==> config.mk <==
export PLATFORM = sky130hd
export DESIGN_NAME = b2_demux_1_3_tdm
export DESIGN_NICKNAME = d
export VERILOG_FILES = /design/src/rtl/b2_demux_1_3_tdm.sv
export SDC_FILE = /design/constraint.sdc
export NUM_CORES = 1
export LEC_CHECK = 0
export CELL_PAD_IN_SITES_DETAIL_PLACEMENT = 1
export CELL_PAD_IN_SITES_GLOBAL_PLACEMENT = 1
export CORE_MARGIN = 2
export CORE_UTILIZATION = 34
export DETAILED_ROUTE_END_ITERATION = 8
export MAX_ROUTING_LAYER = met4
export PLACE_DENSITY = 0.73
export SLEW_MARGIN = 20
export SYNTH_ARGS = -nofsm -noshare
export SYNTH_HDL_FRONTEND = slang
export SYNTH_SLANG_ARGS = --single-unit
==> constraint.sdc <==
create_clock -name clk -period 1.3 [get_ports clk]
set_clock_uncertainty 0.15 [all_clocks]
set_input_delay 0.26 -clock clk [delete_from_list [all_inputs] [get_ports clk]]
set_output_delay 0.26 -clock clk [all_outputs]
set_load 0.005 [all_outputs]
==> src/rtl/b2_demux_1_3_tdm.sv <==
// Receive-side TDM demux: splits a sync-aligned A/B/C beat stream onto registered a/b/c outputs.
// Optional DEMUX_ERR_CNT_EN adds a saturating 8-bit framing-error counter output err_cnt.
module b2_demux_1_3_tdm #(
  parameter int unsigned WIDTH = 2
) (
  input  logic             clk,
  input  logic             rst_n,
  input  logic [WIDTH-1:0] din,
  input  logic             din_valid,
  input  logic             sync,
  output logic [WIDTH-1:0] a,
  output logic [WIDTH-1:0] b,
  output logic [WIDTH-1:0] c,
  output logic             frame_valid,
  output logic [1:0]       slot,
  output logic             sync_err
`ifdef DEMUX_ERR_CNT_EN
  ,
  output logic [7:0]       err_cnt
`endif
);

  typedef enum logic [1:0] {
    IDLE  = 2'b00,
    EXP_B = 2'b01,
    EXP_C = 2'b10,
    EXP_A = 2'b11
  } state_t;

  state_t           state;
  logic [WIDTH-1:0] sh_a;
  logic [WIDTH-1:0] sh_b;
  logic             err_evt;

  // Framing error: sync landing on slot B/C, or a missing sync where slot A is due.
  always_comb begin
    err_evt = 1'b0;
    if (din_valid) begin
      unique case (state)
        EXP_B, EXP_C: err_evt = sync;
        EXP_A:        err_evt = !sync;
        default:      err_evt = 1'b0;
      endcase
    end
  end

  always_ff @(posedge clk or negedge rst_n) begin
    if (!rst_n) begin
      state       <= IDLE;
      slot        <= 2'b00;
      sh_a        <= '0;
      sh_b        <= '0;
      a           <= '0;
      b           <= '0;
      c           <= '0;
      frame_valid <= 1'b0;
      sync_err    <= 1'b0;
    end else begin
      frame_valid <= 1'b0;
      sync_err    <= err_evt;
      if (din_valid) begin
        unique case (state)
          IDLE, EXP_A: begin
            if (sync) begin
              sh_a  <= din;
              state <= EXP_B;
              slot  <= 2'b01;
            end else begin
              state <= IDLE;
              slot  <= 2'b00;
            end
          end
          EXP_B: begin
            if (sync) begin
              sh_a <= din;
            end else begin
              sh_b  <= din;
              state <= EXP_C;
              slot  <= 2'b10;
            end
          end
          EXP_C: begin
            if (sync) begin
              sh_a  <= din;
              state <= EXP_B;
              slot  <= 2'b01;
            end else begin
              a           <= sh_a;
              b           <= sh_b;
              c           <= din;
              frame_valid <= 1'b1;
              state       <= EXP_A;
              slot        <= 2'b00;
            end
          end
          default: begin
            state <= IDLE;
            slot  <= 2'b00;
          end
        endcase
      end
    end
  end

`ifdef DEMUX_ERR_CNT_EN
  always_ff @(posedge clk or negedge rst_n) begin
    if (!rst_n) begin
      err_cnt <= '0;
    end else if (err_evt && err_cnt != 8'hFF) begin
      err_cnt <= err_cnt + 8'd1;
    end
  end
`endif

endmodule

==> impl_metrics.csv, run 1 <==
group,metric,value,unit
logic_synthesis,synth_top_area_cell,"dfrtp_1",
pwr,vdd.ir_drop.worst,1150,uV
clocking,cts_root_buf,"clkbuf_4",
outcome,status,"finished with violations",
grt,grt_overflow,0,
routing,vias,553,
floorplan,die_h,49.2,um
critical_path,slowest_stage,"dfrtp_2",
logic_synthesis,synth-edff-count,0,
critical_path,crit_fanout,4,
logic_synthesis,synth_most_common_cell,"dfrtp_1",
clocking,cts_tree,"yes",
place,dpl.hpwl,1130,um
critical_path,slowest_delay,0.44,ns
routing,ant_nets,0,
logic_synthesis,async_flop_share,100,%
routing,vias_per_cell,4.50,
logic_synthesis,seq_area_frac_synth,57.8,%
critical_path,path_cells,"inv_2, ha_4, buf_4, o21ai_0, o2bb2ai_1",
place,gp_congestion,0.780,
logic_synthesis,avgSynthCellArea,13.1,um2
clocking,h-tree-depth,1,
grt,grt_pass1_vias,587,
critical_path,arrival,1.43,ns
final_layout,n_antenna_cell,0,
routing,dr.pass1.iters,2,
clocking,clk_latency,0.30,ns
sta,fin_tns_setup,-0.856,ns
logic_synthesis,ys_ff_latch,16,
sta,tightest_slew,0.203,ns
critical_path,path_class,"register to register",
sta,period_minus_slack,1.40,ns
sta,maxSlewHeadroom,86.3,%
clocking,clkTransAtPathRegs,0.10,ns
routing,wire_per_inst,15.8,um
floorplan,start_util,35.7,%
floorplan,die_w,49.2,um
clocking,cts.sinks,16,
logic_synthesis,synth_area_leaders,"dfrtp_1, mux2_2, ha_1",
final_layout,fin_util,59.2,%
final_layout,area_growth,65.9,%
critical_path,crit_path_end_kind,"register",
grt,grt_max_degree,17,
grt,grt_pass1_wl,2850,um
clocking,cts_buffers,3,
final_layout,regArea,403,um2
pwr,power_density,2020,nW/um2
floorplan,die-area,2420,um2
grt,grt_antenna_before_repair,0,
floorplan,rows,16,
worst_hold_path,hold_path_class,"input pin to asynchronous set/reset pin",
sta,final-setup-viol-count,14,
logic_synthesis,synth_common_cells,"dfrtp_1, mux2_2, inv_1, ha_1, nand2_1",
sta,setup_ws,-0.0981,ns
final_layout,multiInputGateArea,372,um2
sta,grt_setup_unrepaired,"yes",
logic_synthesis,syn_inst,53,
outcome,violations,"setup timing",
logic_synthesis,synthDistinctLibCells,15,
final_layout,drive_gt1_share,65.6,%
sta,clock.fmax,715,MHz
grt,grt_util_all_layers,16.1,%
place,io_buffers,15,
clocking,cts.path.max_buffers,2,
critical_path,worstPathRequired,1.34,ns
run,cap_violations,0,
routing,drtIter0Drc,2,
sta,finalHoldViolCount,0,
routing,drt-total-wl,1940,um
logic_synthesis,synth_top_area_share,57.8,%
sta,min_period_over_period,108,%
floorplan,ios,16,
pwr,p_leak,0.000576,uW
sta,final-max-slew-violation-count,0,
critical_path,startpoint_type,"register",
logic_synthesis,ys.flop_type,"dfrtp_1",
logic_synthesis,syn_area,693,um2
floorplan,core_area,1940,um2
logic_synthesis,syn_nets,63,
final_layout,fill_cells,215,
routing,drc,0,
logic_synthesis,yosysWarnings,0,
final_layout,nets,107,
## metal layers
metal	part of all wire, %	global-route usage [%]	wire, um
met4	2.0	5.71	38
met5	0	-	0
met1	43	20.5	845
met2	51	25.9	998
met3	3.1	2.76	60
## worst max-delay path, delay by kind of cell (launching register included)
| family | cells | cell delay (ns) |
|---|---|---|
| compound gates | 2 | 0.31 |
| buf+inv | 2 | 0.20 |
| flops | 1 | 0.44 |
| fa+ha+maj | 1 | 0.18 |
## cell usage in the layout (no fill, tap or decap), drive strengths merged
master         netlist  final
and2                 1      1
nand2b               2      2
clkdlybuf4s50        0      4
o2bb2ai              1      1
clkbuf               0     12
dlygate4sd2          0      1
and2b                1      1
a22oi                1      1
ha                   4      4
buf                  0     26
mux2                11     11
inv                  5      5
o21ai                3      3
nand2                5      5
a32oi                1      1
o22ai                1      1
dfrtp               16     16
nor2                 1      1
## what timing repair did
action,4_1_cts,5_1_grt
endpoints found under the hold margin,0,0
resized for setup,36,15
endpoints found under the setup margin,23,21
hold buffers,0,0
pin swaps,6,2
buffers inserted,7,5
gates cloned,0,0
## power breakdown
group	leakage [uW]	total, uW	switching (uW)	internal (uW)
registers	0.000199	808	125	683
clock network	0.0000210	347	176	171
logic	0.000355	1170	434	732
## cells by family (layout without fill, tap and decap cells)
family	count (synthesis)	in the layout	synth area share (%)
buffers and inverters	5	48	2.71
muxes	11	11	17.9
and+or+nand+nor	10	10	7.76
AOI/OAI and AO/OA	7	7	6.68
adders and majority gates	4	4	7.22
DFF	16	16	57.8
## per-stage QoR
step | std cells | instance area (um2) | total power [uW] | hold slack (ns) | worst slack [ns]
6_report | 123 | 1150 | 2320 | 0.122 | -0.0981
4_1_cts | 118 | 1120 | 2200 | 0.131 | -0.0952
2_1_floorplan | 53 | 736 | 1200 | -0.186 | -0.0814
3_5_place_dp | 107 | 1010 | 1710 | 0.339 | -0.416
3_3_place_gp | 107 | 1010 | 1670 | 0.334 | -0.401
5_1_grt | 123 | 1150 | 2490 | 0.149 | -0.171
## final cells by class
cell class / instances / area share, %
well taps: 27 / 2.94
repair buffers: 39 / 24.9
clock buffers: 4 / 3.16
multi-input cells: 32 / 32.3
inverters: 5 / 1.63
flip-flops and latches: 16 / 35.0
## state kept, by name, summed over array words and instances (netlist names)
signal,cells
a,2
b,2
c,2
sh_a,2
sh_b,2
slot,2
state,2
frame_valid,1
sync_err,1
## worst paths after layout
check                              start  endpoint  slack (ns)  depth (start not counted)
worst max-delay path            state[0]  state[1]        -0.1                          5
worst min-delay path               rst_n   slot[1]        0.12                          2
worst max register to register  state[0]  state[1]        -0.1                          5
worst min register to register   slot[1]   slot[1]        0.37                          1
max in group asynchronous          rst_n  state[1]        0.68                          2
min in group clk                 slot[1]   slot[1]        0.37                          1
(Power assumes the default switching activity.)
==> inputs of run 2 (changes only) <==
CAP_MARGIN = 20   (was not set)
==> results of run 2 <==
Same layout as run 1: the final DEF is identical, and so are final timing and power.
==> inputs of run 3 (changes only) <==
RECOVER_POWER = 50   (was not set)
==> impl_metrics.csv, run 3 (synthesized netlist as in run 1, its figures left out) <==
group,metric,value,unit
critical_path,path_class,"register to register",
final_layout,fin_cells,123,
floorplan,die_w,49.2,um
clocking,cts.sinks,16,
routing,vias_per_cell,4.50,
pwr,p_int,1580,uW
sta,clock.fmax,715,MHz
clocking,cts.path.max_buffers,2,
place,dpl.hpwl,1130,um
sta,final-setup-viol-count,14,
floorplan,rows,16,
pwr,vdd.ir_drop.worst,1150,uV
critical_path,arrival,1.43,ns
critical_path,r2r_cells,5,
final_layout,drive_gt1_share,65.6,%
critical_path,cp.depth,5,
sta,fin_tns_setup,-0.857,ns
grt,grt_max_degree,17,
routing,wire_per_inst,15.8,um
pwr,swShare,31.7,%
place,gp_congestion,0.780,
pwr,power_switching,736,uW
critical_path,slowest_delay,0.44,ns
grt,grt_antenna_before_repair,0,
grt,grt_overflow,0,
final_layout,final_cell_mix,"buf_4, dfrtp_1, clkbuf_2",
routing,drtIter0Drc,2,
routing,ant_nets,0,
floorplan,die_h,49.2,um
floorplan,die-area,2420,um2
routing,drc,0,
pwr,seq_power_share,34.8,%
sta,min_period_over_period,108,%
grt,grt_pass1_wl,2850,um
pwr,pwr-share-comb,50.2,%
pwr,power,2320,uW
routing,dr.pass1.iters,2,
critical_path,worstPathRequired,1.34,ns
sta,finalHoldViolCount,0,
final_layout,area_growth,65.5,%
clocking,clk_latency,0.30,ns
sta,grt_setup_unrepaired,"yes",
floorplan,start_util,35.7,%
floorplan,core_area,1940,um2
clocking,h-tree-depth,1,
routing,drt-total-wl,1950,um
critical_path,crit_fanout,4,
grt,grt_pass1_vias,587,
critical_path,path_cells,"inv_2, ha_4, buf_4, o21ai_0, o2bb2ai_1",
critical_path,crit_family,"flip-flops",
worst_hold_path,hold_path_class,"input pin to asynchronous set/reset pin",
final_layout,regArea,403,um2
final_layout,fill_cells,215,
final_layout,multiInputGateArea,372,um2
sta,maxSlewHeadroom,72.2,%
outcome,violations,"setup timing",
sta,setup_ws,-0.0983,ns
final_layout,design_area,1150,um2
clocking,cts_buffers,3,
run,cap_violations,0,
critical_path,slowest_stage,"dfrtp_2",
pwr,p_leak,0.000575,uW
final_layout,n_antenna_cell,0,
sta,period_minus_slack,1.40,ns
clocking,cts_root_buf,"clkbuf_4",
critical_path,startpoint_type,"register",
outcome,status,"finished with violations",
final_layout,nets,107,
sta,tightest_slew,0.416,ns
clocking,clkTransAtPathRegs,0.10,ns
floorplan,ios,16,
place,io_buffers,15,
clocking,ctsHoldBuffers,0,
place,dpl.cell_count,107,
final_layout,fin_util,59.1,%
final_layout,final_common_cell,"buf_4",
routing,vias,554,
critical_path,crit_buf_inv,2,
pwr,power_density,2020,nW/um2
place,placed_area,1010,um2
pwr,p_clk_share,15.0,%
critical_path,crit_path_end_kind,"register",
clocking,cts_tree,"yes",
sta,final-max-slew-violation-count,0,
grt,grt_util_all_layers,16.1,%
run 3: cell count changes in the layout (fill, tap and decap cells not counted), sizes merged:
cell,previous run,this run
dlygate4sd3,0,1
clkdlybuf4s50,4,3
buf,26,25
clkbuf,12,13
run 3: worst paths after layout:
check | from | end | slack (ns)
setup reg to reg | state[0] | state[1] | -0.1
max in group asynchronous | rst_n | state[0] | 0.42
hold / removal | rst_n | slot[1] | 0.26
hold reg to reg | slot[1] | slot[1] | 0.37
setup / recovery | state[0] | state[1] | -0.1
min in group clk | slot[1] | slot[1] | 0.37
run 3: cell type report:
| type | instances | area share [%] |
|---|---|---|
| flip-flops and latches | 16 | 35.1 |
| well taps | 27 | 2.94 |
| clock buffers | 4 | 3.16 |
| multi-input cells | 32 | 32.4 |
| inverters | 5 | 1.64 |
| repair buffers | 39 | 24.8 |
run 3: power groups by stage:
stage / Clock [uW] / Sequential, uW / Combinational [uW]
2_1_floorplan: 0 / 800 / 403
3_3_place_gp: 0 / 795 / 877
3_5_place_dp: 0 / 808 / 904
4_1_cts: 346 / 798 / 1050
5_1_grt: 373 / 834 / 1280
6_report: 347 / 808 / 1170
run 3: metrics by stage:
step / hold WS [ns] / setup slack [ns]
2_1_floorplan: -0.186 / -0.0814
3_3_place_gp: 0.334 / -0.401
3_5_place_dp: 0.339 / -0.416
4_1_cts: 0.131 / -0.0952
5_1_grt: 0.307 / -0.171
6_report: 0.260 / -0.0983
run 3: metal layers:
metal / part of all wire [%] / global-route usage (%)
met2: 51 / 25.9
met1: 44 / 20.5
met5: 0 / -
met4: 2.0 / 5.71
met3: 3.1 / 2.76
run 3: worst register-to-register path, delay by kind of cell (launching register included):
| family | cells | cell delay, ns |
|---|---|---|
| flip-flops | 1 | 0.44 |
| AO/OA/AOI/OAI | 2 | 0.31 |
| buffers and inverters | 2 | 0.21 |
| adder cells (fa/ha/maj) | 1 | 0.18 |
run 3: timing repair:
action                                  in CTS  in global routing
setup buffers                                7                  5
pin swaps                                    6                  2
endpoints found under the setup margin      23                 21
gates resized for setup                     36                 15
